$ cat src/rtl/aq_mp_clk_ratio_ctrl.sv
// -----------------------------------------------------------------------------
// aq_mp_clk_ratio_ctrl
//
// Programmable clock-enable scheduler for the MP clock top. Produces a one-cycle
// enable pulse every (ratio_cur+1) cycles of forever_cpuclk for the CE input of
// the peripheral (APB) clock buffer. The ratio can be changed at run time with a
// req/ack handshake. A new ratio only takes effect once the peripheral bus is
// idle, or once the idle wait has timed out. It is also applied only on a period
// boundary, so no shortened or merged enable period is ever produced.
//
// Ports
//   forever_cpuclk    in   free-running core clock
//   clkgen_rst_b      in   asynchronous active-low reset
//   pad_yy_scan_mode  in   scan mode; forces clk_en high
//   ratio_req         in   ratio change request, held until ratio_ack
//   ratio_val         in   requested ratio (divide factor = ratio_val+1)
//   bus_idle          in   peripheral bus has no transfer in flight
//   ratio_ack         out  one-cycle pulse: request completed
//   ratio_tmo         out  one-cycle pulse with ratio_ack when the switch was forced
//   ratio_cur         out  ratio currently in effect
//   busy              out  a change is in progress
//   clk_en_f          out  registered enable pulse, 1 cycle every ratio_cur+1 cycles
//   clk_en            out  clk_en_f, forced high in scan mode
// -----------------------------------------------------------------------------
module aq_mp_clk_ratio_ctrl #(
    parameter int RATIO_W   = 4,
    parameter int DEF_RATIO = 1,
    parameter int TMO_W     = 8,
    parameter int IDLE_TMO  = 255
) (
    input  logic               forever_cpuclk,
    input  logic               clkgen_rst_b,
    input  logic               pad_yy_scan_mode,
    input  logic               ratio_req,
    input  logic [RATIO_W-1:0] ratio_val,
    input  logic               bus_idle,
    output logic               ratio_ack,
    output logic               ratio_tmo,
    output logic [RATIO_W-1:0] ratio_cur,
    output logic               busy,
    output logic               clk_en_f,
    output logic               clk_en
);

    typedef enum logic [1:0] {
        RUN       = 2'd0,
        WAIT_IDLE = 2'd1,
        WAIT_BND  = 2'd2
    } state_t;

    localparam logic [RATIO_W-1:0] DEF_RATIO_C = RATIO_W'(DEF_RATIO);
    localparam logic [RATIO_W-1:0] CNT_ONE_C   = RATIO_W'(1);
    localparam logic [TMO_W-1:0]   IDLE_TMO_C  = TMO_W'(IDLE_TMO);
    localparam logic [TMO_W-1:0]   TMO_ONE_C   = TMO_W'(1);

    state_t             state_r;
    logic [RATIO_W-1:0] cnt_r;
    logic [RATIO_W-1:0] pend_r;
    logic [TMO_W-1:0]   tmo_cnt_r;
    logic               tmo_flag_r;
    logic               bnd_s;

    // The last cycle of the current period; the pulse for it is being registered now.
    assign bnd_s = (cnt_r == ratio_cur);

    // Scan mode bypass of the registered enable.
    assign clk_en = pad_yy_scan_mode | clk_en_f;

    // Period counter and registered enable pulse. A ratio switch always lands on
    // bnd_s, so the wrap to zero here also restarts the new period cleanly.
    always_ff @(posedge forever_cpuclk or negedge clkgen_rst_b) begin
        if (!clkgen_rst_b) begin
            cnt_r    <= {RATIO_W{1'b0}};
            clk_en_f <= 1'b0;
        end else begin
            clk_en_f <= bnd_s;
            if (bnd_s) begin
                cnt_r <= {RATIO_W{1'b0}};
            end else begin
                cnt_r <= cnt_r + CNT_ONE_C;
            end
        end
    end

    // Ratio change FSM with registered handshake outputs.
    always_ff @(posedge forever_cpuclk or negedge clkgen_rst_b) begin
        if (!clkgen_rst_b) begin
            state_r    <= RUN;
            ratio_cur  <= DEF_RATIO_C;
            pend_r     <= DEF_RATIO_C;
            tmo_cnt_r  <= {TMO_W{1'b0}};
            tmo_flag_r <= 1'b0;
            ratio_ack  <= 1'b0;
            ratio_tmo  <= 1'b0;
            busy       <= 1'b0;
        end else begin
            ratio_ack <= 1'b0;
            ratio_tmo <= 1'b0;
            case (state_r)
                RUN: begin
                    // A request still high during its own ack cycle is not a new one.
                    if (ratio_req && !ratio_ack) begin
                        if (ratio_val == ratio_cur) begin
                            ratio_ack <= 1'b1;
                        end else begin
                            pend_r     <= ratio_val;
                            tmo_cnt_r  <= {TMO_W{1'b0}};
                            tmo_flag_r <= 1'b0;
                            state_r    <= WAIT_IDLE;
                            busy       <= 1'b1;
                        end
                    end else begin
                        state_r <= RUN;
                    end
                end
                WAIT_IDLE: begin
                    if (bus_idle) begin
                        state_r <= WAIT_BND;
                    end else if (tmo_cnt_r == IDLE_TMO_C) begin
                        tmo_flag_r <= 1'b1;
                        state_r    <= WAIT_BND;
                    end else begin
                        tmo_cnt_r <= tmo_cnt_r + TMO_ONE_C;
                    end
                end
                WAIT_BND: begin
                    // Bus idleness is deliberately not re-evaluated here.
                    if (bnd_s) begin
                        ratio_cur  <= pend_r;
                        ratio_ack  <= 1'b1;
                        ratio_tmo  <= tmo_flag_r;
                        tmo_flag_r <= 1'b0;
                        state_r    <= RUN;
                        busy       <= 1'b0;
                    end else begin
                        state_r <= WAIT_BND;
                    end
                end
                default: begin
                    state_r <= RUN;
                    busy    <= 1'b0;
                end
            endcase
        end
    end

endmodule

$ cat config.mk
export PLATFORM = sky130hd
export DESIGN_NAME = aq_mp_clk_ratio_ctrl
export DESIGN_NICKNAME = d
export VERILOG_FILES = /design/src/rtl/aq_mp_clk_ratio_ctrl.sv
export SDC_FILE = /design/constraint.sdc
export NUM_CORES = 1
export LEC_CHECK = 0
export CAP_MARGIN = 20
export CORE_MARGIN = 4
export CORE_UTILIZATION = 40
export DETAILED_ROUTE_END_ITERATION = 6
export PLACE_DENSITY = 0.62
export SKIP_LAST_GASP = 1
export SYNTH_ARGS = -nofsm -noshare
export SYNTH_HDL_FRONTEND = slang
export SYNTH_SLANG_ARGS = --single-unit
$ cat constraint.sdc
create_clock -name forever_cpuclk -period 3.5 [get_ports forever_cpuclk]
set_input_delay 0.7 -clock forever_cpuclk [delete_from_list [all_inputs] [get_ports forever_cpuclk]]
set_output_delay 0.7 -clock forever_cpuclk [all_outputs]
set_load 0.02 [all_outputs]
==> out/metrics.cfg <==
[synth]
ys_ff_latch=27
synthFlopType=dfrtp_1
synth_simple_gate_area_frac=0.1788
avgSynthCellArea_sq_um=11.83
synthAdderAreaFrac=0.01923
synth_mux_area_frac=0.07692
yosysTopAreaCellShare=0.4808
synth_top_cell_by_area=dfrtp_1
synth_xor_area_frac=0.07404
synth_compound_area_frac=0.1173
synth_edf_count=0
synthTopCellsByArea=dfrtp_1, mux2_2, dfstp_2
synth_warnings=0
synth_nets=121
yosysMostFrequentCell=dfrtp_1
async_flop_share=1.000
syn_area_sq_um=1301
ys_types=39
synth_common_cells=dfrtp_1, mux2_2, o21ai_0, xor2_1
ys_seq_area_frac=0.5212
synthCells=110
synth_top_family_by_area=simple AND/OR/NAND/NOR gates

[flow_run]
maxCapViolCount=0

[detailed_routing]
drtAntennaViolNets=0
vias=910
wl_per_cell_microns=14.72
drt_wl_total_microns=2562
first_pass_iters=4
drt_iter0_drc=37
drc=0
post_drt_via_cell_ratio=5.230

[timing]
slew-limit-headroom=0.6834
finClkSkew_ns=0.007767
setup_viol=0
fmax_ghz=0.3863
worstMarginPinSlew_ns=0.4714
drv_slew=0
setup_tns_ns=0
period_share=0.7397
period_minus_slack_ns=2.589
rsz0062_at_grt=false
finalHoldViolations=0

[die]
initial_core_util=0.4228
ioPinCount=18
die_w_microns=65.04
rows=20
dieHeight_microns=65.04
core_sq_um=3078
die_area_sq_um=4230

[cells_and_area]
drive_above_1_share=0.1538
diodes=0
final_core_util=0.5041
finalNetCount=142
synthToLayoutAreaGrowth_pct=19.23

[clock_tree]
cts.clk_slew.worst_paths_ns=0.14
clock-root-buffer=clkbuf_4
htreeDepth=1
clkLatencyLatePin_ns=0.33
cts_tree=yes
ctsResizeCount=0
clockBufferDepth=2
post_cts_buffers=0
numCtsBuffers=3
cts_num_sinks=27
cts-hold-fix-buffers=0

[setup_path]
cp_max_fo=1
cpMostUsedCell=clkdlybuf4s50_1
cp_slowest_cell=clkdlybuf4s50_1
endpoint_kind=primary output
cp-start-kind=input pin
r2r_slack_ns=1.48
r2r-start=ratio_cur[2]
worstPathCellList=clkdlybuf4s50_1 -> or2_2 -> clkdlybuf4s50_1
crit_arrival_ns=1.89
cpPeakStageDelay_ns=0.54
crit_type=in -> out
startpoint=pad_yy_scan_mode
required_ns=2.80

[place]
io_buffers=17
place.gp.congestion=0.7849
dp_hpwl_microns=1830

[hold_path]
min_from=busy
holdCritPathClass=reg -> reg

[grt]
antenna_found_initial=0
grt_pass1_wl_microns=4416
overflow=0
grt_start_max_net_pins=28
grt_usage=0.1360
grt_pass1_vias=958

[power_and_ir_drop]
power.density_nw_per_um2=734.4
leakagePower_uw=0.0006629
vdd_drop_max_mv=0.3113

[outcome]
status=finished, final reports clean

-- per-layer routing --
layer / vias up / wire length, microns / GRT usage
li1: 435 / - / -
met1: 455 / 1229 / 0.1860
met2: 15 / 1177 / 0.2082
met3: 5 / 110 / 0.03120
met4: 0 / 45 / 0.05440
met5: - / 0 / 0
-- final cells by class --
| class | count | area, sq um |
|---|---|---|
| Inverter | 2 | 7.507 |
| Sequential cell | 27 | 678.2 |
| Tap cell | 44 | 55.05 |
| Clock buffer | 4 | 26.28 |
| Timing Repair Buffer | 18 | 177.7 |
| Multi-Input combinational cell | 79 | 606.8 |
| Fill cell | 296 | 1526 |
-- metrics by stage --
| step | cells | power, uW | hold WS, ns | cell area [sq um] | setup slack, ns |
|---|---|---|---|---|---|
| 2_1_floorplan | 110 | 852.5 | 0.4044 | 1301 | 1.516 |
| 3_3_place_gp | 170 | 998.5 | 0.4823 | 1525 | 0.9108 |
| 3_5_place_dp | 170 | 1014 | 0.4730 | 1525 | 0.8974 |
| 4_1_cts | 174 | 1156 | 0.5068 | 1551 | 0.9020 |
| 5_1_grt | 174 | 1226 | 0.5250 | 1551 | 0.8795 |
| 6_report | 174 | 1139 | 0.5011 | 1551 | 0.9112 |
-- placed cells by master, fill, tap and decap left out, drive strengths merged, types with 2 or more instances in the layout --
cell	instances
xnor2	5
a211o	2
nand4	2
a31oi	2
nand3	4
nor3	3
nor3b	2
a21oi	4
ha	2
dfstp	2
clkdlybuf4s50	17
nor2	5
o21ai	7
a21o	3
xor2	6
dfrtp	25
inv	2
nand2	5
nor4	2
and3	2
mux2	8
nor2b	2
clkbuf	4
-- report_power, final --
group          switching [uW]  internal, uW
Combinational             245           234
Clock                    96.1          44.8
Sequential               99.6           420
-- cells by family (layout without fill, tap and decap cells) --
logic type	count (synthesis)	in the layout
compound gates	21	21
xor+xnor	11	11
fa+ha+maj	2	2
buf+inv	4	24
flops	27	27
mux	9	9
simple gates	36	36
-- flip-flops by register name (all words and copies together) (netlist names) --
register    flops
ratio_tmo       1
cnt_r           4
busy            1
state_r         2
ratio_ack       1
tmo_cnt_r       8
pend_r          4
tmo_flag_r      1
clk_en_f        1
ratio_cur       4
-- worst max-delay path: cells and delay by family --
family,cells,cell delay [ns]
and+or+nand+nor,1,0.26
buffers and inverters,2,0.93
-- worst paths after layout --
check,end,depth (start not counted)
setup / recovery,clk_en,3
hold / removal,busy,1
setup reg to reg,ratio_cur[2],4
hold reg to reg,busy,1
max in group asynchronous,ratio_cur[0],2
min in group asynchronous,tmo_flag_r,2
Note: power is estimated with default switching activity, not from simulation.
